`config.mk`:
```
export PLATFORM = sky130hd
export DESIGN_NAME = event_histogram_flat
export DESIGN_NICKNAME = d
export VERILOG_FILES = /design/src/rtl/hist_pkg.sv /design/src/rtl/event_histogram_if.sv /design/src/rtl/sat_counter.sv /design/src/rtl/event_histogram.sv /design/src/flat_wrapper.sv
export SDC_FILE = /design/constraint.sdc
export NUM_CORES = 1
export LEC_CHECK = 0
export CAP_MARGIN = 10
export CORE_AREA = 2 2 122 124
export DETAILED_ROUTE_END_ITERATION = 8
export DIE_AREA = 0 0 124 126
export GPL_TIMING_DRIVEN = 0
export PLACE_DENSITY = 0.82
export SYNTH_ARGS = -nofsm -noshare
export SYNTH_HDL_FRONTEND = slang
export SYNTH_HIERARCHICAL = 1
export SYNTH_SLANG_ARGS = --single-unit
```
`constraint.sdc`:
```
create_clock -name Clk -period 3.9 [get_ports Clk]
set_input_delay 0.78 -clock Clk [delete_from_list [all_inputs] [get_ports Clk]]
set_output_delay 0.78 -clock Clk [all_outputs]
set_load 0.03 [all_outputs]
```
`src/rtl/hist_pkg.sv`:
```
// Shared definitions for the event histogram: display codes from the scan
// controller and the argmax scan state encoding.
package hist_pkg;

  localparam logic [2:0] CODE_NONE   = 3'd0;
  localparam logic [2:0] CODE_FDOOR  = 3'd1;
  localparam logic [2:0] CODE_RDOOR  = 3'd2;
  localparam logic [2:0] CODE_FIRE   = 3'd3;
  localparam logic [2:0] CODE_WIN    = 3'd4;
  localparam logic [2:0] CODE_TLOW   = 3'd5;
  localparam logic [2:0] CODE_THIGH  = 3'd6;
  localparam logic [2:0] CODE_UNUSED = 3'd7;

  localparam int NUM_CODES = 6;

  typedef enum logic [1:0] {
    IDLE = 2'd0,
    SCAN = 2'd1,
    DONE = 2'd2
  } hist_state_e;

  // Codes 1..6 are real events; 0 (none) and 7 (unused) are never counted.
  function automatic logic is_event(input logic [2:0] code);
    return (code != CODE_NONE) && (code != CODE_UNUSED);
  endfunction

endpackage

```
`src/rtl/event_histogram_if.sv`:
```
// Signal bundle between the scan controller / panel logic and the histogram.
interface event_histogram_if
  import hist_pkg::*;
#(
  parameter int CNT_W = 8,
  parameter int TOT_W = 11
);
  logic [2:0]       code_in;
  logic             code_en;
  logic             clr;
  logic [2:0]       rd_sel;
  logic [CNT_W-1:0] rd_data;
  logic [TOT_W-1:0] total;
  // Scan request/response: snap_req is taken only on a cycle where the engine
  // is not busy (no queuing); each accepted request produces exactly one
  // single-cycle done pulse, with top_code/top_count valid from that cycle on.
  logic             snap_req;
  logic             busy;
  logic             done;
  logic [2:0]       top_code;
  logic [CNT_W-1:0] top_count;
  hist_state_e      state;

  modport master (
    output code_in, code_en, clr, rd_sel, snap_req,
    input  rd_data, total, busy, done, top_code, top_count, state
  );

  modport slave (
    input  code_in, code_en, clr, rd_sel, snap_req,
    output rd_data, total, busy, done, top_code, top_count, state
  );
endinterface

```
`src/rtl/sat_counter.sv`:
```
// Up-counter with synchronous clear that sticks at its all-ones value.
module sat_counter #(
  parameter int W = 8
) (
  input  logic         Clk,
  input  logic         Rst,
  input  logic         clr,
  input  logic         inc,
  output logic [W-1:0] q
);

  always_ff @(posedge Clk) begin
    if (Rst || clr) begin
      q <= '0;
    end else if (inc && !(&q)) begin
      q <= q + 1'b1;
    end
  end

endmodule

```
`src/rtl/event_histogram.sv`:
```
// Per-event saturating occurrence counters with registered readout and a
// snapshot-based argmax scan reporting the most frequent event.
module event_histogram
  import hist_pkg::*;
#(
  parameter int CNT_W = 8,
  parameter int TOT_W = 11
) (
  input  logic Clk,
  input  logic Rst,
  event_histogram_if.slave bus
);

  logic             ev_valid;
  logic [CNT_W-1:0] cnt_q  [1:NUM_CODES];
  logic [CNT_W-1:0] snap_d [1:NUM_CODES];
  logic [CNT_W-1:0] snap_q [1:NUM_CODES];
  logic [TOT_W-1:0] total_q;

  hist_state_e      state_q;
  logic [2:0]       idx_q;
  logic [2:0]       best_code_q;
  logic [CNT_W-1:0] best_cnt_q;
  logic             busy_q;
  logic             done_q;
  logic [2:0]       top_code_q;
  logic [CNT_W-1:0] top_cnt_q;
  logic [CNT_W-1:0] rd_data_q;
  logic [CNT_W-1:0] rd_val;
  logic [CNT_W-1:0] cur_cnt;
  logic             gt;

  assign ev_valid = bus.code_en && is_event(bus.code_in);

  for (genvar i = 1; i <= NUM_CODES; i++) begin : g_cnt
    logic inc;
    assign inc = ev_valid && (bus.code_in == 3'(i));

    sat_counter #(.W(CNT_W)) u_cnt (
      .Clk (Clk),
      .Rst (Rst),
      .clr (bus.clr),
      .inc (inc),
      .q   (cnt_q[i])
    );

    // Value the counter holds after this edge, so a snapshot includes the
    // event arriving together with snap_req.
    assign snap_d[i] = bus.clr ? '0 :
                       (inc && !(&cnt_q[i])) ? cnt_q[i] + 1'b1 : cnt_q[i];
  end

  sat_counter #(.W(TOT_W)) u_total (
    .Clk (Clk),
    .Rst (Rst),
    .clr (bus.clr),
    .inc (ev_valid),
    .q   (total_q)
  );

  always_comb begin
    rd_val  = '0;
    cur_cnt = '0;
    for (int k = 1; k <= NUM_CODES; k++) begin
      if (bus.rd_sel == 3'(k)) rd_val = cnt_q[k];
      if (idx_q == 3'(k))      cur_cnt = snap_q[k];
    end
  end

  // Strict compare keeps the lowest code on ties.
  assign gt = cur_cnt > best_cnt_q;

  always_ff @(posedge Clk) begin
    if (Rst) begin
      state_q     <= IDLE;
      idx_q       <= '0;
      best_code_q <= CODE_NONE;
      best_cnt_q  <= '0;
      busy_q      <= 1'b0;
      done_q      <= 1'b0;
      top_code_q  <= CODE_NONE;
      top_cnt_q   <= '0;
      rd_data_q   <= '0;
      for (int k = 1; k <= NUM_CODES; k++) snap_q[k] <= '0;
    end else begin
      done_q    <= 1'b0;
      rd_data_q <= rd_val;
      case (state_q)
        IDLE, DONE: begin
          if (bus.snap_req) begin
            for (int k = 1; k <= NUM_CODES; k++) snap_q[k] <= snap_d[k];
            idx_q       <= 3'd1;
            best_code_q <= CODE_NONE;
            best_cnt_q  <= '0;
            busy_q      <= 1'b1;
            state_q     <= SCAN;
          end else begin
            state_q <= IDLE;
          end
        end
        SCAN: begin
          if (gt) begin
            best_code_q <= idx_q;
            best_cnt_q  <= cur_cnt;
          end
          if (idx_q == 3'(NUM_CODES)) begin
            top_code_q <= gt ? idx_q : best_code_q;
            top_cnt_q  <= gt ? cur_cnt : best_cnt_q;
            done_q     <= 1'b1;
            busy_q     <= 1'b0;
            state_q    <= DONE;
          end else begin
            idx_q <= idx_q + 3'd1;
          end
        end
        default: begin
          busy_q  <= 1'b0;
          state_q <= IDLE;
        end
      endcase
    end
  end

  assign bus.rd_data   = rd_data_q;
  assign bus.total     = total_q;
  assign bus.busy      = busy_q;
  assign bus.done      = done_q;
  assign bus.top_code  = top_code_q;
  assign bus.top_count = top_cnt_q;
  assign bus.state     = state_q;

endmodule

```
`src/flat_wrapper.sv`:
```
// flat-port wrapper written by rule: the top's interface ports become plain ports
module event_histogram_flat import hist_pkg::*;
#(
  parameter int CNT_W = 8,
  parameter int TOT_W = 11
)
  (Clk, Rst, bus_code_in, bus_code_en, bus_clr, bus_rd_sel, bus_snap_req, bus_rd_data, bus_total, bus_busy, bus_done, bus_top_code, bus_top_count, bus_state);
  event_histogram_if #(.CNT_W(CNT_W), .TOT_W(TOT_W)) bus_i ();
  input  logic Clk;
  input  logic Rst;
  input wire logic [$bits(bus_i.code_in)-1:0] bus_code_in;
  input wire logic [$bits(bus_i.code_en)-1:0] bus_code_en;
  input wire logic [$bits(bus_i.clr)-1:0] bus_clr;
  input wire logic [$bits(bus_i.rd_sel)-1:0] bus_rd_sel;
  input wire logic [$bits(bus_i.snap_req)-1:0] bus_snap_req;
  output wire logic [$bits(bus_i.rd_data)-1:0] bus_rd_data;
  output wire logic [$bits(bus_i.total)-1:0] bus_total;
  output wire logic [$bits(bus_i.busy)-1:0] bus_busy;
  output wire logic [$bits(bus_i.done)-1:0] bus_done;
  output wire logic [$bits(bus_i.top_code)-1:0] bus_top_code;
  output wire logic [$bits(bus_i.top_count)-1:0] bus_top_count;
  output wire logic [$bits(bus_i.state)-1:0] bus_state;
  assign bus_i.code_in = bus_code_in;
  assign bus_i.code_en = bus_code_en;
  assign bus_i.clr = bus_clr;
  assign bus_i.rd_sel = bus_rd_sel;
  assign bus_i.snap_req = bus_snap_req;
  assign bus_rd_data = bus_i.rd_data;
  assign bus_total = bus_i.total;
  assign bus_busy = bus_i.busy;
  assign bus_done = bus_i.done;
  assign bus_top_code = bus_i.top_code;
  assign bus_top_count = bus_i.top_count;
  assign bus_state = bus_i.state;
  event_histogram #(.CNT_W(CNT_W), .TOT_W(TOT_W)) u_core (.Clk(Clk), .Rst(Rst), .bus(bus_i));
endmodule
```
==> out/summary.log <==
qor: floorplan.die_h 126 µm
qor: global_routing.number_of_global_route_vias_before_repair 6901
qor: sta.tns 0 ps
qor: placement.place_worst_setup_slack 286 ps
qor: global_routing.grt_pass1_wl 34500 µm
qor: synthesis.post_synth_instance_area 8470 µm²
qor: global_routing.grt_remaining_overflow 0
qor: floorplan.die-area 15600 µm²
qor: final_layout.multi_input_area 4800 µm²
qor: synthesis.sequential_area_share_after_synthesis 39.7%
qor: sta.finalClockSkew 9.58 ps
qor: sta.slew_headroom 50.6%
qor: sta.max_slew_violation_count 0
qor: floorplan.core_region_area 14300 µm²
qor: global_routing.gr-usage-all-layers 28.1%
qor: pwr.sw_share 24.8%
qor: clock_tree.clock_tree.htree_level_count 4
qor: routing.drt-vias-per-instance 6.25
qor: sta.max_clock_freq 275 MHz
qor: clock_tree.root_buffer clkbuf_16
qor: clock_tree.numCtsBuffers 17
qor: pwr.power_frac_seq 45.5%
qor: clock_tree.cts_tree yes
qor: floorplan.num_io_pins 45
qor: synthesis.yosysWarningCount 6
qor: clock_tree.cts.sinks 144
qor: critical_path.regToRegSetupSlack 260 ps
qor: critical_path.worst_ep_required_time 4210 ps
qor: synthesis.synth_seq_cells 144
qor: pwr.switching_component_of_the_power 0.878 mW
qor: synthesis.synth.net_count 965
qor: sta.report.final.hold_viol_count 0
qor: final_layout.layout.filler_cells 1148
qor: routing.route.final.wire_length 20800 µm
qor: final_layout.final-seq-area 3360 µm²
qor: clock_tree.clkSlewWorstSetupHoldPaths 60 ps
qor: sta.setup_viol 0
qor: sta.timing.hold.ws 467 ps
qor: pwr.irDropWorstVdd 275 µV
qor: routing.post_drt_wl_per_cell 17.5 µm
qor: critical_path.worstPathArrival 3960 ps
qor: sta.setup_repair_after_global_routing_missed_its_margin no
qor: sta.ratio_of_final_minimum_period_to_clock_period 93.4%
qor: final_layout.instances_no_fill 1187
qor: status.outcome finished, final reports clean
qor: clock_tree.post_cts.repair.setup_buffers 0
qor: critical_path.rr_endpoint u_core/best_code_q[2]$_SDFFE_PP0P_
qor: critical_path.critPathCapture u_core/best_code_q[2]$_SDFFE_PP0P_
qor: synthesis.synthArstFlopShare 0%
qor: synthesis.synth-edff-count 48
qor: clock_tree.cts.path.max_buffers 2
qor: placement.post-dp-hpwl 15200 µm
qor: sta.max_slew.worst_pin.slew 741 ps
qor: critical_path.timing.critical_path.from u_core/idx_q[1]$_SDFFE_PP0P_
qor: critical_path.reg2reg_depth 17
qor: critical_path.regToRegStartpoint u_core/idx_q[1]$_SDFFE_PP0P_
qor: critical_path.cp_max_fo 10
qor: routing.drc 0
qor: global_routing.grt_start_max_net_pins 44
qor: pwr.p_int 2.66 mW
qor: synthesis.syn_inst 928
qor: routing.vias 7415
qor: pwr.post-layout-total-power 3.54 mW
qor: critical_path.timing_worst_setup_path_type register to register
qor: routing.first_drt_pass_iteration_count 5
qor: sta.final_critical_path_setup_slack 259 ps
qor: global_routing.grt_antenna_before_repair 0
qor: pwr.power_leakage 3.35 nW
qor: clock_tree.clock_insertion_delay_at_the_later_pin_of_the_skew_report 430 ps
qor: placement.number_of_buffers_inserted_by_port_buffering 42
qor: final_layout.n_antenna_cell 0
qor: final_layout.area_growth_syn_to_layout 15.4%
qor: pwr.clock_power_share 43.5%
qor: pwr.power.density 363 nW/µm²
qor: min_path.hold_path_class register to register
qor: floorplan.initial_utilization 59.2%
qor: floorplan.die-width 124 µm
qor: flow_run.cap_viol_max_count 0
qor: placement.place.gp.congestion 0.933
qor: synthesis.ys_types 72
qor: floorplan.core.rowCount 44
qor: placement.placedCellCount 1157
qor: synthesis.ys_dominant_reg_cell dfxtp_1
qor: sta.finalCriticalPeriod 3640 ps
qor: critical_path.timing.critical_path.to_type register
qor: critical_path.startpoint_type register
qor: routing.number_of_drc_markers_after_the_initial_detailed_route_iteration 790
qor: routing.antenna_left 0
qor: final_layout.share_of_post_route_cells_with_drive_strength_above_1 13.2%
qor: pwr.share_comb_of_total_power 11.0%
qor: final_layout.nNetsFinal 1029
qor: synthesis.syn_area_per_cell 9.12 µm²
==> routing by layer <==
metal,routed length (µm),vias up,global-route usage (%)
met5,0,-,0
met2,9710,280,43.5
met3,1370,66,5.89
met4,911,0,14.7
li1,-,3599,-
met1,8770,3470,36.9
==> stage by stage <==
stage / utilization [%] / cell area [µm²]
floorplan: - / 8470
global placement: 63.7 / 9120
detailed placement: 64.2 / 9200
CTS: 68.2 / 9760
global route: 68.3 / 9770
finish: 68.3 / 9770
==> area by class of cell <==
class | count | share of cell area [%]
buffer | 33 | 1.69
clock buffer | 20 | 4.89
clock inverter | 10 | 0.858
inverter | 42 | 1.61
multi-input combinational | 709 | 49.1
sequential | 144 | 34.4
tap | 184 | 2.36
timing repair buffer | 45 | 5.07
==> synthesized netlist by cell type (6+ instances only) <==
cell type	instances	share of area [%]
a2111oi_2	6	1.1
xor2_1	20	2.1
inv_1	41	1.8
o311a_1	6	0.71
a21oi_2	8	0.83
a211oi_1	25	2.2
mux2i_1	34	4.0
edfxtp_1	48	17
nand3_2	9	1.1
nor4_1	9	0.66
buf_2	6	0.35
nor3_1	13	0.77
and4_1	7	0.72
and4_4	7	0.93
a31o_2	7	0.72
nor2b_1	23	1.7
dfxtp_1	96	23
a21boi_0	6	0.53
nand3b_1	7	0.62
o21ai_0	45	2.7
o21bai_1	7	0.62
a211oi_2	7	1.0
and3_2	6	0.53
xnor2_1	12	1.2
nand2_1	76	3.4
or3_1	22	1.6
nand3_1	44	2.6
mux2_2	6	0.80
a31oi_1	13	0.96
a21oi_1	57	3.4
and3_1	20	1.5
nor2_1	79	3.5
nand4_2	6	0.89
nand2b_1	13	0.96
ha_1	26	3.8
nand4_1	21	1.6
clkbuf_1	23	1.0
a221oi_1	9	0.93
==> flip-flops by register name (all words and copies together) (netlist names) <==
name	count
u_core/best_cnt_q	8
u_core/best_code_q	3
u_core/bus.busy	1
u_core/bus.done	1
u_core/bus.rd_data	8
u_core/bus.state	2
u_core/bus.top_code	3
u_core/bus.top_count	8
u_core/g_cnt.u_cnt/q	48
u_core/idx_q	3
u_core/snap_q	48
u_core/u_total/q	11
==> power groups by stage <==
stage / logic [mW] / registers, mW / clock network [mW]
after detailed placement: 0.380 / 1.64 / 0
after global routing: 0.419 / 1.62 / 1.63
final: 0.388 / 1.61 / 1.54
after CTS: 0.382 / 1.61 / 1.57
after floorplan: 0.252 / 1.65 / 0
after global placement: 0.363 / 1.64 / 0
==> worst max-delay path, stage by stage (launching register included) <==
cell and delay, ps:
dfxtp_1 370, inv_1 140, ha_1 190, buf_2 210, buf_2 230, nand2_1 90, o21ai_0 160, a31oi_1 140
a21oi_1 380, ha_1 330, and2_1 180, o21ai_1 80, nor4bb_1 290, buf_4 210, or3_4 170, buf_12 150
nor2_2 40, o21a_1 180
==> logic make-up after synthesis <==
kind of cell,count (synthesis),share of synthesized area [%]
AO/OA/AOI/OAI,223,18.9
adder cells (fa/ha/maj),26,3.84
flip-flops,144,39.7
buffers and inverters,75,3.78
AND/OR/NAND/NOR,388,25.6
XOR/XNOR,32,3.31
multiplexers,40,4.82
==> placed cells by master (no fill, tap or decap), types with 18 or more instances in the layout <==
cell / instances
clkbuf_16: 18
nor2b_1: 23
dfxtp_1: 95
a211oi_1: 25
o21ai_0: 45
nand4_1: 21
and3_1: 20
inv_1: 41
ha_1: 26
xor2_1: 20
a21oi_1: 56
mux2i_1: 34
nand3_1: 44
clkbuf_1: 21
clkdlybuf4s50_1: 42
edfxtp_1: 48
or3_1: 22
nor2_1: 79
nand2_1: 75
==> how the worst min path moves through the flow <==
stage	cells past startpoint	from	slack, ps	end
finish	2	u_core/best_code_q[0]$_SDFFE_PP0P_	470	u_core/bus.top_code[0]$_SDFFE_PP0P_
global route	2	u_core/best_code_q[0]$_SDFFE_PP0P_	500	u_core/bus.top_code[0]$_SDFFE_PP0P_
CTS	2	u_core/best_code_q[0]$_SDFFE_PP0P_	470	u_core/bus.top_code[0]$_SDFFE_PP0P_
detailed placement	2	u_core/best_code_q[0]$_SDFFE_PP0P_	460	u_core/bus.top_code[0]$_SDFFE_PP0P_
global placement	2	u_core/best_code_q[0]$_SDFFE_PP0P_	460	u_core/bus.top_code[0]$_SDFFE_PP0P_
floorplan	2	u_core/best_code_q[0]$_SDFFE_PP0P_	440	u_core/bus.top_code[0]$_SDFFE_PP0P_
==> repair_timing <==
item	in CTS	in global routing
resized for setup	0	7
hold buffers	0	0
hold endpoints to repair	0	0
setup endpoints to repair	0	15
(Power assumes the default switching activity.)
